--- config.mk ---
export PLATFORM = sky130hd
export DESIGN_NAME = alu_seq_ctrl
export DESIGN_NICKNAME = d
export VERILOG_FILES = /design/src/rtl/alu_pkg.sv /design/src/rtl/alu_branch_cond.sv /design/src/rtl/alu_seq_ctrl.sv
export SDC_FILE = /design/constraint.sdc
export NUM_CORES = 1
export LEC_CHECK = 0
export CAP_MARGIN = 20
export CORE_MARGIN = 2
export CORE_UTILIZATION = 49
export CTS_CLUSTER_SIZE = 40
export DETAILED_ROUTE_END_ITERATION = 7
export PLACE_DENSITY = 0.85
export SYNTH_ARGS = -nofsm -noshare
export SYNTH_HDL_FRONTEND = slang
export SYNTH_SLANG_ARGS = --single-unit
--- constraint.sdc ---
create_clock -name clk -period 3.29 [get_ports clk]
set_clock_uncertainty 0.2 [all_clocks]
set_input_delay 0.4935 -clock clk [delete_from_list [all_inputs] [get_ports clk]]
set_output_delay 0.4935 -clock clk [all_outputs]
set_load 0.01 [all_outputs]
--- src/rtl/alu_pkg.sv ---
// Shared opcode values, flag bit positions and sequencer state encoding
// for the single-issue ALU sequencer.
package alu_pkg;

   localparam logic [3:0] OP_JMP = 4'h0;
   localparam logic [3:0] OP_ADD = 4'h1;
   localparam logic [3:0] OP_SUB = 4'h2;
   localparam logic [3:0] OP_LSL = 4'h3;
   localparam logic [3:0] OP_LSR = 4'h4;
   localparam logic [3:0] OP_AND = 4'h5;
   localparam logic [3:0] OP_OR  = 4'h6;
   localparam logic [3:0] OP_XOR = 4'h7;
   localparam logic [3:0] OP_LD  = 4'h8;
   localparam logic [3:0] OP_ST  = 4'h9;
   localparam logic [3:0] OP_MOV = 4'hA;
   localparam logic [3:0] OP_BEQ = 4'hB;
   localparam logic [3:0] OP_BNE = 4'hC;
   localparam logic [3:0] OP_BLT = 4'hD;
   localparam logic [3:0] OP_BGT = 4'hE;
   localparam logic [3:0] OP_CMP = 4'hF;

   localparam int FLG_N = 3;
   localparam int FLG_Z = 2;
   localparam int FLG_C = 1;
   localparam int FLG_V = 0;

   typedef enum logic [1:0] {
      ST_IDLE = 2'd0,
      ST_EXEC = 2'd1,
      ST_MEM  = 2'd2,
      ST_WB   = 2'd3
   } state_t;

   function automatic logic is_branch(input logic [3:0] op);
      return (op == OP_JMP) || ((op >= OP_BEQ) && (op <= OP_BGT));
   endfunction

   function automatic logic is_alu_wb(input logic [3:0] op);
      return (op >= OP_ADD) && (op <= OP_XOR);
   endfunction

endpackage

--- src/rtl/alu_branch_cond.sv ---
// Branch resolution: decides taken/not-taken from the opcode and the
// committed N, Z, V flags. Purely combinational.
module alu_branch_cond
   import alu_pkg::*;
(
   input  logic [3:0] i_op,
   input  logic       i_n,
   input  logic       i_z,
   input  logic       i_v,
   output logic       o_taken
);

   always_comb begin
      o_taken = 1'b0;
      case (i_op)
         OP_JMP:  o_taken = 1'b1;
         OP_BEQ:  o_taken = i_z;
         OP_BNE:  o_taken = !i_z;
         OP_BLT:  o_taken = i_n ^ i_v;
         OP_BGT:  o_taken = !i_z && (i_n == i_v);
         default: o_taken = 1'b0;
      endcase
   end

endmodule

--- src/rtl/alu_seq_ctrl.sv ---
// Single-issue sequencer: decode handshake -> ALU / memory port / writeback,
// owns the NZCV register and resolves branches. All outputs are registered.
module alu_seq_ctrl
   import alu_pkg::*;
#(
   parameter int DATA_W      = 16,
   parameter int RD_W        = 3,
   parameter int MEM_TIMEOUT = 64
)(
   input  logic              clk,
   input  logic              rst_n,
   input  logic              instr_valid,
   output logic              instr_ready,
   input  logic [3:0]        instr_op,
   input  logic [RD_W-1:0]   instr_rd,
   input  logic [DATA_W-1:0] instr_a,
   input  logic [DATA_W-1:0] instr_b,
   output logic [3:0]        alu_func,
   output logic [DATA_W-1:0] alu_op0,
   output logic [DATA_W-1:0] alu_op1,
   output logic              alu_flag_en,
   output logic [3:0]        alu_flag_in,
   input  logic [DATA_W-1:0] alu_q,
   input  logic [3:0]        alu_flag_out,
   output logic              wb_valid,
   input  logic              wb_ready,
   output logic [RD_W-1:0]   wb_rd,
   output logic [DATA_W-1:0] wb_data,
   output logic              mem_req,
   output logic              mem_we,
   output logic [DATA_W-1:0] mem_addr,
   output logic [DATA_W-1:0] mem_wdata,
   input  logic [DATA_W-1:0] mem_rdata,
   input  logic              mem_ack,
   output logic              br_valid,
   output logic              br_taken,
   output logic [DATA_W-1:0] br_target,
   output logic [3:0]        flags,
   output logic              mem_err
);

   localparam int CNT_W  = (MEM_TIMEOUT > 0) ? $clog2(MEM_TIMEOUT + 1) : 1;
   localparam int LAST_I = (MEM_TIMEOUT > 0) ? MEM_TIMEOUT - 1 : 0;
   localparam logic [CNT_W-1:0] LAST_WAIT = CNT_W'(LAST_I);

   state_t             r_state;
   logic [3:0]         r_op;
   logic [RD_W-1:0]    r_rd;
   logic [DATA_W-1:0]  r_a;
   logic [DATA_W-1:0]  r_b;
   logic [3:0]         r_flags;
   logic [CNT_W-1:0]   r_wait;
   logic               r_instr_ready;
   logic [3:0]         r_alu_func;
   logic [DATA_W-1:0]  r_alu_op0;
   logic [DATA_W-1:0]  r_alu_op1;
   logic               r_alu_flag_en;
   logic               r_wb_valid;
   logic [RD_W-1:0]    r_wb_rd;
   logic [DATA_W-1:0]  r_wb_data;
   logic               r_mem_req;
   logic               r_mem_we;
   logic [DATA_W-1:0]  r_mem_addr;
   logic [DATA_W-1:0]  r_mem_wdata;
   logic               r_br_valid;
   logic               r_br_taken;
   logic               r_mem_err;
   logic               w_taken;
   logic               w_timeout;

   // Resolved at accept time against the committed flags; a CMP always
   // commits before the next instruction can be accepted.
   alu_branch_cond u_branch_cond (
      .i_op    (instr_op),
      .i_n     (r_flags[FLG_N]),
      .i_z     (r_flags[FLG_Z]),
      .i_v     (r_flags[FLG_V]),
      .o_taken (w_taken)
   );

   assign w_timeout = (MEM_TIMEOUT != 0) && (r_wait == LAST_WAIT);

   always_ff @(posedge clk or negedge rst_n) begin
      if (!rst_n) begin
         r_state       <= ST_IDLE;
         r_op          <= '0;
         r_rd          <= '0;
         r_a           <= '0;
         r_b           <= '0;
         r_flags       <= '0;
         r_wait        <= '0;
         r_instr_ready <= 1'b1;
         r_alu_func    <= '0;
         r_alu_op0     <= '0;
         r_alu_op1     <= '0;
         r_alu_flag_en <= 1'b0;
         r_wb_valid    <= 1'b0;
         r_wb_rd       <= '0;
         r_wb_data     <= '0;
         r_mem_req     <= 1'b0;
         r_mem_we      <= 1'b0;
         r_mem_addr    <= '0;
         r_mem_wdata   <= '0;
         r_br_valid    <= 1'b0;
         r_br_taken    <= 1'b0;
         r_mem_err     <= 1'b0;
      end else begin
         r_alu_func    <= '0;
         r_alu_op0     <= '0;
         r_alu_op1     <= '0;
         r_alu_flag_en <= 1'b0;
         r_br_valid    <= 1'b0;
         r_br_taken    <= 1'b0;
         r_mem_err     <= 1'b0;
         case (r_state)
            ST_IDLE: begin
               if (instr_valid) begin
                  r_op          <= instr_op;
                  r_rd          <= instr_rd;
                  r_a           <= instr_a;
                  r_b           <= instr_b;
                  r_alu_func    <= instr_op;
                  r_alu_op0     <= instr_a;
                  r_alu_op1     <= instr_b;
                  r_alu_flag_en <= is_alu_wb(instr_op) || (instr_op == OP_CMP);
                  r_br_valid    <= is_branch(instr_op);
                  r_br_taken    <= is_branch(instr_op) && w_taken;
                  r_instr_ready <= 1'b0;
                  r_state       <= ST_EXEC;
               end
            end
            ST_EXEC: begin
               case (r_op)
                  OP_ADD, OP_SUB, OP_LSL, OP_LSR, OP_AND, OP_OR, OP_XOR: begin
                     r_flags    <= alu_flag_out;
                     r_wb_data  <= alu_q;
                     r_wb_rd    <= r_rd;
                     r_wb_valid <= 1'b1;
                     r_state    <= ST_WB;
                  end
                  OP_MOV: begin
                     r_wb_data  <= r_b;
                     r_wb_rd    <= r_rd;
                     r_wb_valid <= 1'b1;
                     r_state    <= ST_WB;
                  end
                  OP_CMP: begin
                     r_flags       <= alu_flag_out;
                     r_instr_ready <= 1'b1;
                     r_state       <= ST_IDLE;
                  end
                  OP_LD, OP_ST: begin
                     r_mem_req   <= 1'b1;
                     r_mem_we    <= (r_op == OP_ST);
                     r_mem_addr  <= r_b;
                     r_mem_wdata <= r_a;
                     r_wait      <= '0;
                     r_state     <= ST_MEM;
                  end
                  default: begin
                     r_instr_ready <= 1'b1;
                     r_state       <= ST_IDLE;
                  end
               endcase
            end
            ST_MEM: begin
               // An ack in the last waiting cycle takes priority over the timeout.
               if (mem_ack || w_timeout) begin
                  r_mem_req   <= 1'b0;
                  r_mem_we    <= 1'b0;
                  r_mem_addr  <= '0;
                  r_mem_wdata <= '0;
                  if (mem_ack && (r_op == OP_LD)) begin
                     r_wb_data  <= mem_rdata;
                     r_wb_rd    <= r_rd;
                     r_wb_valid <= 1'b1;
                     r_state    <= ST_WB;
                  end else begin
                     r_mem_err     <= !mem_ack;
                     r_instr_ready <= 1'b1;
                     r_state       <= ST_IDLE;
                  end
               end else begin
                  r_wait <= r_wait + CNT_W'(1);
               end
            end
            ST_WB: begin
               if (wb_ready) begin
                  r_wb_valid    <= 1'b0;
                  r_instr_ready <= 1'b1;
                  r_state       <= ST_IDLE;
               end
            end
            default: r_state <= ST_IDLE;
         endcase
      end
   end

   assign instr_ready = r_instr_ready;
   assign alu_func    = r_alu_func;
   assign alu_op0     = r_alu_op0;
   assign alu_op1     = r_alu_op1;
   assign alu_flag_en = r_alu_flag_en;
   assign alu_flag_in = r_flags;
   assign wb_valid    = r_wb_valid;
   assign wb_rd       = r_wb_rd;
   assign wb_data     = r_wb_data;
   assign mem_req     = r_mem_req;
   assign mem_we      = r_mem_we;
   assign mem_addr    = r_mem_addr;
   assign mem_wdata   = r_mem_wdata;
   assign br_valid    = r_br_valid;
   assign br_taken    = r_br_taken;
   assign br_target   = r_a;
   assign flags       = r_flags;
   assign mem_err     = r_mem_err;

endmodule

==> out/qor.csv <==
metric,value,unit
worstReg2RegEnd,wb_data[0],
final_common_cell,clkdlybuf4s50_1,
final_cell_mix,"clkdlybuf4s50_1, dfrtp_1, a21o_1",
hp-start,r_rd[2],
nNetsFinal,730,
wire_per_inst,18.8,um
critPathBufInv,0,
status,"finished, final reports clean",
worstHoldPathCells,2,
holdPathEnd,r_rd[2],
num_vias,4371,
cts-resized-gates,0,
final.setup.tns,0,ps
crit_path_end_kind,register,
hold_viol,0,
cts-htree-levels,4,
drv_slew,0,
ff2ff_setup_slack,990,ps
worstPathCellList,o21ai_0 -> a21boi_2 -> o21ai_4 -> mux2_2,
async_flop_share,1.00,
clock_path_buffers,2,
numPortBuffers,198,
hp-class,register to register,
avgSynthCellArea,12.9,um2
overflow,0,
required,3390,ps
syn_area,5850,um2
irDropWorstVdd,0.000576,V
ys_warn_count,0,
clkSinkCount,147,
fin_crit,2300,ps
ys_seq_area_frac,0.629,
place_congestion,0.804,
grt_max_degree,78,
antenna_found_initial,0,
die_area,12800,um2
fill_cells,788,
initial_core_util,0.508,
holdWs,284,ps
die_w,113,um
tritoncts,yes,
core_area,11500,um2
crit_type,register to register,
clk_latency,420,ps
setup_ws,993,ps
finalWirelength,15100,um
finalInstanceArea,8520,um2
worst_pin_slew,812,ps
fin_util,0.740,
timing.slew.headroom,0.456,
ff2ff_path_depth,4,
worst_path_max_delay_cell,o21ai_4,
diodes,0,
dpl-instance-area,7940,um2
timing.fmax,435,MHz
crit_fanout,19,
place_ws,669,ps
startpoint,r_op[0],
cts_made_buffers,17,
setup_violations,0,
drt.antenna.violating_nets,0,
avgViaCountPerCell,5.43,
synth-edff-count,0,
ys_ff_latch,147,
root_buffer,clkbuf_16,
maxCapViolations,0,
grt_pass1_vias,4640,
max_stage_delay,640,ps
io_pins,199,
firstDrtPassIters,4,
regToRegStartpoint,r_op[0],
ys_types,50,
area_growth,45.6,%
die_y,113,um
synthFlopType,dfrtp_1,
num_rows,39,
grt_usage,0.246,
rsz0062_at_grt,no,
cp.arrival,2400,ps
startpoint_type,register,
hpwlAfterDp,10600,um
grt_pass1_wl,24100,um
layout-drive-gt1-share,0.116,
drc,0,
drtIter0Drc,237,
synth_nets,534,
finalCritPeriodShare,0.698,
synthCells,453,
p_leak,3.92,nW
crit_family,compound AO/OA/AOI/OAI gates,
path_clk_slew,60,ps
cellPowerDensity,907,nW/um2
## repair_timing
action,in CTS,in global routing
hold buffers,1,0
hold endpoints to repair,74,0
endpoints found under the setup margin,0,0
buffers inserted,0,0
## worst max-delay path by stage
stage | end | slack [ps] | depth (start not counted)
5_1_grt | wb_data[0] | 840 | 4
3_3_place_gp | mem_wdata[8] | 820 | 6
6_report | wb_data[0] | 990 | 4
3_5_place_dp | mem_wdata[10] | 670 | 6
4_1_cts | wb_data[0] | 980 | 4
2_1_floorplan | wb_data[10] | 1380 | 5
## flip-flops by register name (all words and copies together) (netlist names), 2 cells and up
signal / cells
mem_addr: 16
alu_func: 4
alu_flag_in: 4
r_op: 4
r_wait: 7
alu_op1: 16
wb_rd: 3
br_target: 16
r_rd: 3
wb_data: 16
r_b: 16
mem_wdata: 16
alu_op0: 16
r_state: 2
## kinds of logic after synthesis
logic type | count (synthesis) | share of synthesized area
flip-flops | 147 | 0.629
buffers and inverters | 36 | 0.0331
multiplexers | 41 | 0.0814
adder cells (fa/ha/maj) | 1 | 0.00214
AND/OR/NAND/NOR | 107 | 0.0994
XOR/XNOR | 3 | 0.00449
AO/OA/AOI/OAI | 118 | 0.151
## power breakdown
part           switching [mW]  internal (mW)  leakage [nW]
registers               0.508           2.44          1.90
clock network           0.798           1.06         0.274
logic                    1.25           1.68          1.75
## metal layers
metal / GRT usage / part of all wire
met1: 0.296 / 0.40
met2: 0.398 / 0.48
met3: 0.0991 / 0.091
met4: 0.0976 / 0.021
met5: 0 / 0
## Yosys cell counts (2+ instances only)
cell type	n	share of area
and2_1	36	0.038
nand3b_1	2	0.0026
a21boi_0	2	0.0026
o21ai_0	18	0.015
nor4_1	2	0.0021
o31ai_1	4	0.0051
o21a_1	3	0.0038
nand2_1	36	0.023
a21oi_1	3	0.0026
o211ai_1	4	0.0051
mux2_2	13	0.025
clkbuf_1	14	0.0090
nor3b_1	2	0.0026
nand4_1	3	0.0032
buf_6	2	0.0038
a21o_1	38	0.049
buf_4	9	0.012
xnor2_1	3	0.0045
nor2_1	11	0.0071
nor2b_1	2	0.0021
a22o_1	33	0.049
o21ai_1	4	0.0034
mux2_4	10	0.026
buf_2	7	0.0060
nand2b_1	3	0.0032
dfrtp_1	146	0.62
mux2i_1	18	0.031
inv_1	3	0.0019
## worst min-delay path: cells and delay by family (launching register included)
family	cells	cell delay (ps)
flops	1	350
simple gates	2	110
## through the flow
step | total power [mW] | std cells
4_1_cts | 7.80 | 805
6_report | 7.73 | 805
5_1_grt | 8.14 | 805
3_5_place_dp | 5.90 | 772
2_1_floorplan | 4.47 | 453
3_3_place_gp | 5.78 | 772
## area by class of cell
type | count | area (um2) | share of cell area
Clock buffer | 17 | 425 | 0.0499
Clock inverter | 15 | 148 | 0.0173
Inverter | 3 | 11.3 | 0.00132
Multi-Input combinational cell | 270 | 1990 | 0.234
Sequential cell | 147 | 3680 | 0.432
Tap cell | 143 | 179 | 0.0210
Timing Repair Buffer | 210 | 2090 | 0.245
No activity file was read; power rests on OpenSTA's default activity.
